==> config.mk <==
export PLATFORM = sky130hd
export DESIGN_NAME = circuito_exp4
export DESIGN_NICKNAME = d
export VERILOG_FILES = /design/src/rtl/circuito_exp4.sv
export SDC_FILE = /design/constraint.sdc
export NUM_CORES = 1
export LEC_CHECK = 0
export ABC_AREA = 1
export CORE_UTILIZATION = 44
export DETAILED_ROUTE_END_ITERATION = 10
export PLACE_DENSITY = 0.89
export SLEW_MARGIN = 20
export SYNTH_ARGS = -nofsm -noshare
export SYNTH_HDL_FRONTEND = slang
export SYNTH_SLANG_ARGS = --single-unit
==> constraint.sdc <==
create_clock -name clock -period 1.57 [get_ports clock]
set_input_delay 0.157 -clock clock [delete_from_list [all_inputs] [get_ports clock]]
set_output_delay 0.157 -clock clock [all_outputs]
set_load 0.03 [all_outputs]
==> src/rtl/circuito_exp4.sv <==
// Sequence-memory game: 16-entry ROM, play detector, datapath and Moore FSM.
// Define CIRCUITO_EXP4_DEBUG_EN to drive the db_* 7-seg and compare/play outputs.
module circuito_exp4 (
    input  logic       clock,
    input  logic       reset,
    input  logic       iniciar,
    input  logic [3:0] chaves,
    output logic       acertou,
    output logic       errou,
    output logic       pronto,
    output logic [3:0] leds,
    output logic       db_igual,
    output logic [6:0] db_contagem,
    output logic [6:0] db_memoria,
    output logic [6:0] db_estado,
    output logic [6:0] db_jogadafeita,
    output logic       db_clock,
    output logic       db_iniciar,
    output logic       db_tem_jogada
);

    typedef enum logic [3:0] {
        INICIAL    = 4'h0,
        PREPARACAO = 4'h1,
        ESPERA     = 4'h2,
        REGISTRA   = 4'h4,
        COMPARACAO = 4'h5,
        PROXIMO    = 4'h6,
        FIM_ACERTO = 4'hA,
        FIM_ERRO   = 4'hE
    } estado_t;

    function automatic logic [3:0] rom(input logic [3:0] a);
        unique case (a)
            4'h0: rom = 4'b0001;  4'h1: rom = 4'b0010;
            4'h2: rom = 4'b0100;  4'h3: rom = 4'b1000;
            4'h4: rom = 4'b0100;  4'h5: rom = 4'b0010;
            4'h6: rom = 4'b0001;  4'h7: rom = 4'b0001;
            4'h8: rom = 4'b0010;  4'h9: rom = 4'b0010;
            4'hA: rom = 4'b0100;  4'hB: rom = 4'b0100;
            4'hC: rom = 4'b1000;  4'hD: rom = 4'b1000;
            4'hE: rom = 4'b0001;  default: rom = 4'b0100;
        endcase
    endfunction

    // Active-low segments, bit order gfedcba.
    function automatic logic [6:0] hex7(input logic [3:0] v);
        unique case (v)
            4'h0: hex7 = 7'b1000000;  4'h1: hex7 = 7'b1111001;
            4'h2: hex7 = 7'b0100100;  4'h3: hex7 = 7'b0110000;
            4'h4: hex7 = 7'b0011001;  4'h5: hex7 = 7'b0010010;
            4'h6: hex7 = 7'b0000010;  4'h7: hex7 = 7'b1111000;
            4'h8: hex7 = 7'b0000000;  4'h9: hex7 = 7'b0010000;
            4'hA: hex7 = 7'b0001000;  4'hB: hex7 = 7'b0000011;
            4'hC: hex7 = 7'b1000110;  4'hD: hex7 = 7'b0100001;
            4'hE: hex7 = 7'b0000110;  default: hex7 = 7'b0001110;
        endcase
    endfunction

    estado_t    estado_q, estado_d;
    logic [3:0] contagem_q;
    logic [3:0] jogada_q;
    logic       tem_jogada_q;

    logic       tem_jogada;
    logic       jogada_feita;
    logic [3:0] memoria;
    logic       igual;
    logic       zera;
    logic       registra;
    logic       conta;

    assign tem_jogada   = |chaves;
    assign jogada_feita = tem_jogada & ~tem_jogada_q;
    assign memoria      = rom(contagem_q);
    assign igual        = (jogada_q == memoria);

    always_ff @(posedge clock) begin
        if (reset) begin
            estado_q     <= INICIAL;
            contagem_q   <= 4'h0;
            jogada_q     <= 4'h0;
            tem_jogada_q <= 1'b0;
        end else begin
            estado_q     <= estado_d;
            tem_jogada_q <= tem_jogada;
            if (zera)
                contagem_q <= 4'h0;
            else if (conta)
                contagem_q <= contagem_q + 4'h1;
            if (zera)
                jogada_q <= 4'h0;
            else if (registra)
                jogada_q <= chaves;
        end
    end

    always_comb begin
        estado_d = estado_q;
        zera     = 1'b0;
        registra = 1'b0;
        conta    = 1'b0;
        unique case (estado_q)
            INICIAL:
                if (iniciar) estado_d = PREPARACAO;
            PREPARACAO: begin
                zera     = 1'b1;
                estado_d = ESPERA;
            end
            ESPERA:
                if (jogada_feita) estado_d = REGISTRA;
            REGISTRA: begin
                registra = 1'b1;
                estado_d = COMPARACAO;
            end
            COMPARACAO:
                if (!igual)
                    estado_d = FIM_ERRO;
                else if (contagem_q == 4'hF)
                    estado_d = FIM_ACERTO;
                else
                    estado_d = PROXIMO;
            PROXIMO: begin
                conta    = 1'b1;
                estado_d = ESPERA;
            end
            FIM_ACERTO, FIM_ERRO:
                if (iniciar) estado_d = PREPARACAO;
            default:
                estado_d = INICIAL;
        endcase
    end

    assign acertou    = (estado_q == FIM_ACERTO);
    assign errou      = (estado_q == FIM_ERRO);
    assign pronto     = acertou | errou;
    assign leds       = chaves;
    assign db_clock   = clock;
    assign db_iniciar = iniciar;

`ifdef CIRCUITO_EXP4_DEBUG_EN
    assign db_igual       = igual;
    assign db_tem_jogada  = tem_jogada;
    assign db_contagem    = hex7(contagem_q);
    assign db_memoria     = hex7(memoria);
    assign db_estado      = hex7(estado_q);
    assign db_jogadafeita = hex7(jogada_q);
`else
    assign db_igual       = 1'b0;
    assign db_tem_jogada  = 1'b0;
    assign db_contagem    = 7'b1111111;
    assign db_memoria     = 7'b1111111;
    assign db_estado      = 7'b1111111;
    assign db_jogadafeita = 7'b1111111;
`endif

endmodule

Yosys cells after proc, flatten, opt, wreduce, memory -nomap -nowiden
Memory sizes are Yosys's and may differ from the RTL's. A register that Yosys moved wholly into a read port is not among the register bits.
Cells that the tools add are included.
{"block": "totals", "register_bits": 13, "latch_bits": 0, "mem_bits_rw": 0, "mem_bits_ro": 64, "out_inout_bits": 39, "wordCells": 36, "memories": 1}
{"memory": "(name not given)", "depth": 16, "width": 4, "read_ports": 1, "rd_clocked_by_memory_dff": 1, "write_ports": 0, "line": "34", "source": "unique case (a)"}
{"block": "classes", "n_addsub": 1, "mul": 0, "div_mod_pow": 0, "magnitude_cmp": 0, "eq_ne": 11, "n_shift": 0, "muxes": 10, "bitwise": 3, "reduce_logical": 6}
{"operator": "$mux 4", "n": 6}
{"operator": "$pmux 4 s5", "n": 1}
{"operator": "$eq 4x3->1 const B", "n": 3}
{"operator": "$eq 4x4->1 const B", "n": 3}
{"operator": "$add 4x1->4 const B", "n": 1}
{"operator": "$eq 4x1->1 const B", "n": 1}
{"operator": "$eq 4x2->1 const B", "n": 1}
{"operator": "$eq 4x4->1", "n": 1}
{"operator": "$logic_not 4->1", "n": 1}
{"operator": "$reduce_or 2->1", "n": 2}
{"operator": "$reduce_or 4->1", "n": 1}
{"operator": "$mux 1", "n": 3}
{"operator": "$reduce_or 3->1", "n": 1}
{"operator": "$ne 2x1->1 const B", "n": 1}
{"operator": "$ne 2x2->1 const B", "n": 1}
{"operator": "$reduce_and 2->1", "n": 1}
{"operator": "$and 1x1->1", "n": 1}
{"operator": "$not 1->1", "n": 1}
{"operator": "$or 1x1->1", "n": 1}

Logic depth before layout (Yosys ltp)
Gate-level depths: netlist of run 1.
{"block": "logic_depth", "ltp_word": 4, "ltp_mapped": 10, "ltp_nobuf": 10}

==> flow_summary.toml, run 1 <==
[power_and_ir_drop]
vdd_drop_max_uv = 1100
p_switching_w = 0.000675
p_int_w = 0.000888
power_frac_seq = 0.340
clkPwrFrac = 0.278
sw_frac_of_total = 0.432
leakage_nw = 0.715
p_per_area_nw_per_um2 = 1150
combPwrFrac = 0.382
power.total_w = 0.00156

[synth]
synth_seq_cells = 17
yosysWarnings = 0
synth_cell_types = 22
syn_area_per_cell_sq_um = 6.72
syn-cell-area_sq_um = 1230
synth_cells = 183
synth_seq_area_share = 0.277

[setup_path]
worstRegToRegCells = 8
cp.required_ns = 1.41
start_kind = "clock port"
critPathArrivalTime_ns = 1.35
worstPathCellList = "clkbuf_4 -> clkbuf_4 -> dlygate4sd2_1"
critPathMaxFanout = 2
cp_slowest_cell = "dlygate4sd2_1"
slowest_delay_ns = 0.34
cp-end-kind = "output port"
cp_common_cell = "clkbuf_4"
worstSetupPathType = "clk2out"

[clock_network]
clk_latency_ns = 0.41
holdBufCountCts = 0
clk_pin_slew_ns = 0.10
tritoncts = "done"

[detailed_routing]
first_pass_iters = 4
drc = 0
num_vias = 999
first_iter_violations = 23
ant_nets = 0
wl_per_cell_um = 8.86
vias_per_cell = 4.27
routed_wl_um = 2070

[run]
cap_violations = 0

[grt]
grt_pass1_wl_um = 3290
antenna_found_initial = 0
met1_usage = 0.198
grt_use_met2 = 0.237
busiest_layer = "met2"
use_met3 = 0.0333
grtUsageTotal = 0.166
grt_pass1_vias = 827
overflow = 0
grt_max_degree = 10

[placed_design]
io_buffers = 15
hpwl_um = 1540
dpl.cell_count = 224
finalWeightedCongestion = 0.851
placed_area_sq_um = 1280

[sta]
max_freq_mhz = 668
hold_viol_final = 0
min_period_over_period = 0.962
maxSlewViolCount = 0
skew_ns = 0.00564
rsz0062_at_grt = "yes"
setup_viol_count_final = 0
period_needed_ns = 1.51
setup_tns_ns = 0
hold_ws_ns = 0.324

[floorplanning]
row_count = 18
start_util = 0.479
dieHeight_um = 54.9
fp.dieW_um = 54.9
io_pins = 46
core_sq_um = 2570
dieArea_sq_um = 3010

[finish]
mostFrequentLayoutCells = "nand2_1 (43), conb_1 (30), inv_1 (24)"
regArea_sq_um = 343
layout_commonest_cell = "nand2_1"
multiInputGateArea_sq_um = 632
fin_nets = 213
num-fill-cells = 252
layout-drive-gt1-share = 0.167
area_delta_synth_final_pct = 10.4
stdcell_count = 234
diodes = 0
final_area_sq_um = 1360

[min_path]
hold_depth = 3
min_path_type = "in2reg"

[outcome]
outcome = "complete, no violations"
-- Yosys cell counts --
| cell type | number | share of area |
|---|---|---|
| a21oi_4 | 1 | 0.013 |
| conb_1 | 2 | 0.0061 |
| dfxtp_1 | 17 | 0.28 |
| nand2_4 | 1 | 0.0092 |
| xor2_1 | 2 | 0.014 |
| nor2_8 | 1 | 0.016 |
| nor3_1 | 2 | 0.0081 |
| nand3_2 | 1 | 0.0081 |
| o21ai_1 | 1 | 0.0041 |
| nand3_1 | 7 | 0.028 |
| nor2_4 | 1 | 0.0092 |
| buf_4 | 36 | 0.22 |
| xnor2_1 | 2 | 0.014 |
| inv_1 | 24 | 0.073 |
| nor2_1 | 16 | 0.049 |
| a21oi_1 | 10 | 0.041 |
| nand2_1 | 44 | 0.13 |
| inv_2 | 4 | 0.012 |
| o21ai_0 | 6 | 0.024 |
| ha_1 | 1 | 0.010 |
| nor2_2 | 3 | 0.015 |
| xor2_2 | 1 | 0.013 |
-- power groups by stage --
stage,clock [W],combinational [W],sequential [W]
2_1_floorplan,0.0000954,0.000489,0.000535
3_3_place_gp,0.000106,0.000529,0.000544
3_5_place_dp,0.000106,0.000535,0.000546
4_1_cts,0.000452,0.000556,0.000532
5_1_grt,0.000480,0.000667,0.000540
6_report,0.000435,0.000597,0.000531
-- worst max-delay path: cells and delay by family --
kind | cells | cell delay [ns]
buf+inv | 3 | 0.57
-- metal layers --
metal	wire length (um)	vias up
met2	970	41
met3	107	7
met1	926	422
met4	69	0
li1	-	529
met5	0	-
-- flip-flops by register name (all words and copies together), names as in the netlist --
register      cells
tem_jogada_q      1
contagem_q        4
jogada_q          4
memoria           4
estado_q          4
-- path summary, 6_finish.rpt --
path                             startpoint          end  slack (ns)
worst min-delay path              chaves[1]  jogada_q[1]        0.32
worst max register to register  estado_q[2]   memoria[3]        0.15
worst max-delay path                  clock     db_clock        0.06
worst min register to register  estado_q[3]  estado_q[3]        0.51
-- per-stage QoR --
step	setup slack, ns	util
finish	0.0604	0.529
global route	-0.0239	0.529
global placement	0.0638	0.498
CTS	0.0105	0.519
detailed placement	0.0638	0.498
floorplan	0.333	-
-- area by class of cell --
type / instances / area share
repair buffers: 21 / 0.135
inverters: 28 / 0.0774
flip-flops and latches: 17 / 0.253
multi-input cells: 130 / 0.465
well taps: 30 / 0.0276
clock buffers: 8 / 0.0424
-- what timing repair did --
item,CTS,global route
pin swaps,0,1
hold endpoints to repair,0,0
endpoints found under the setup margin,4,6
buffers inserted,1,2
gates resized for setup,3,7
-- cell families after synthesis --
| family | share of synthesized area |
|---|---|
| AOI/OAI and AO/OA | 0.0824 |
| other | 0.00611 |
| DFF | 0.277 |
| buffers and inverters | 0.305 |
| xor gates and xnor gates | 0.0417 |
| adders and majority gates | 0.0102 |
| and+or+nand+nor | 0.278 |
No activity file was read; power rests on OpenSTA's default activity.
==> run 2: changes to the inputs <==
PLACE_DENSITY = 0.84   (was 0.89)
==> flow_summary.toml, run 2 (same netlist as run 1, synthesis figures left out) <==
[power_and_ir_drop]
leakage_nw = 0.708
power.total_w = 0.00154
vdd_drop_max_uv = 944
p_per_area_nw_per_um2 = 1150

[min_path]
min_to = "jogada_q[1]"
min_path_type = "in2reg"
min-delay-start = "chaves[1]"
hold_depth = 3

[finish]
multiInputGateArea_sq_um = 624
layout_commonest_cell = "nand2_1"
num-fill-cells = 268
mostFrequentLayoutCells = "nand2_1 (44), conb_1 (30), inv_1 (24)"
layout-drive-gt1-share = 0.153
area_delta_synth_final_pct = 9.26
fin_nets = 212
diodes = 0
regArea_sq_um = 344

[detailed_routing]
num_vias = 1029
wl_per_cell_um = 8.94
first_pass_iters = 4
vias_per_cell = 4.42
drc = 0
first_iter_violations = 15
ant_nets = 0
routed_wl_um = 2080

[grt]
antenna_found_initial = 0
grt_pass1_wl_um = 3320
grt_pass1_vias = 857
grt_max_degree = 10
grtUsageTotal = 0.164
overflow = 0

[sta]
rsz0062_at_grt = "no"
hold_ws_ns = 0.327
period_needed_ns = 1.51
hold_viol_final = 0
setup_viol_count_final = 0
skew_ns = 0.00790
setup_tns_ns = 0
setup_ws_ns = 0.0583
maxSlewViolCount = 0
max_freq_mhz = 668
min_period_over_period = 0.963

[clock_network]
clk_pin_slew_ns = 0.10
holdBufCountCts = 0
tritoncts = "done"
clk_latency_ns = 0.40

[placed_design]
io_buffers = 15
post-place-ws_ns = 0.0638
finalWeightedCongestion = 0.912
hpwl_um = 1610

[setup_path]
critPathMaxFanout = 2
timing.rr.end = "memoria[0]"
worstPathCellList = "clkbuf_4 -> clkbuf_4 -> dlygate4sd2_1"
slowest_delay_ns = 0.34
cp.required_ns = 1.41
cp-end-kind = "output port"
cp_slowest_cell = "dlygate4sd2_1"
cp_common_cell = "clkbuf_4"
critPathBufInv = 3
start_kind = "clock port"
worstSetupPathType = "clk2out"
worstRegToRegCells = 9
cp_top_family = "buffers and inverters"
r2r_setup_slack_ns = 0.12
critPathArrivalTime_ns = 1.35
r2r-start = "estado_q[2]"

[floorplanning]
fp.dieW_um = 54.9
io_pins = 46
dieHeight_um = 54.9
row_count = 18
start_util = 0.479
dieArea_sq_um = 3010
core_sq_um = 2570

[run]
cap_violations = 0

[outcome]
outcome = "complete, no violations"
==> run 2: cell count changes in the layout (fill, tap and decap cells not counted) <==
cell | before | now
dfxtp_2 | 2 | 0
nand2_2 | 1 | 0
dfxtp_4 | 0 | 1
nand2_1 | 43 | 44
nor2_4 | 2 | 1
nor2_2 | 4 | 5
buf_4 | 9 | 8
dfxtp_1 | 15 | 16
==> run 2: area by class of cell <==
class / count / share of cell area
Clock buffer: 8 / 0.0428
Inverter: 28 / 0.0782
Multi-Input combinational cell: 130 / 0.465
Sequential cell: 17 / 0.256
Tap cell: 30 / 0.0279
Timing Repair Buffer: 20 / 0.130
==> run 2: worst max path at each step <==
stage,from,endpoint,slack (ns),depth (start not counted)
floorplan,estado_q[2],memoria[3],0.33,8
global placement,clock,db_clock,0.06,1
detailed placement,clock,db_clock,0.06,1
CTS,estado_q[1],pronto,0.007,5
global route,estado_q[1],acertou,0.00002,6
finish,clock,db_clock,0.06,3
==> run 2: what timing repair did <==
action | 4_1_cts | 5_1_grt
resized for setup | 4 | 4
endpoints found under the setup margin | 4 | 3
pin swaps | 0 | 0
hold endpoints to repair | 0 | 0
buffers inserted | 0 | 1
==> run 2: through the flow <==
stage,area [sq um],instances,utilization
after detailed placement,1280,225,0.500
final,1340,233,0.523
after CTS,1330,232,0.519
after global routing,1340,233,0.523
after floorplan,1340,211,-
after global placement,1280,225,0.500
==> run 2: power by group <==
group,total (W),internal (W),switching [W]
Clock,0.000433,0.000207,0.000226
Sequential,0.000537,0.000490,0.0000473
Combinational,0.000570,0.000181,0.000389
==> run 2: metal layers <==
| layer | GRT usage | wire length (um) | vias to the layer above |
|---|---|---|---|
| li1 | - | - | 529 |
| met1 | 0.192 | 922 | 449 |
| met2 | 0.247 | 973 | 44 |
| met3 | 0.0417 | 119 | 7 |
| met4 | 0.137 | 70 | 0 |
| met5 | 0 | 0 | - |
==> run 2: tightest hold or removal path: stages <==
cell,delay [ns]
clkdlybuf4s50_1,0.41
inv_1,0.07
a21oi_1,0.05
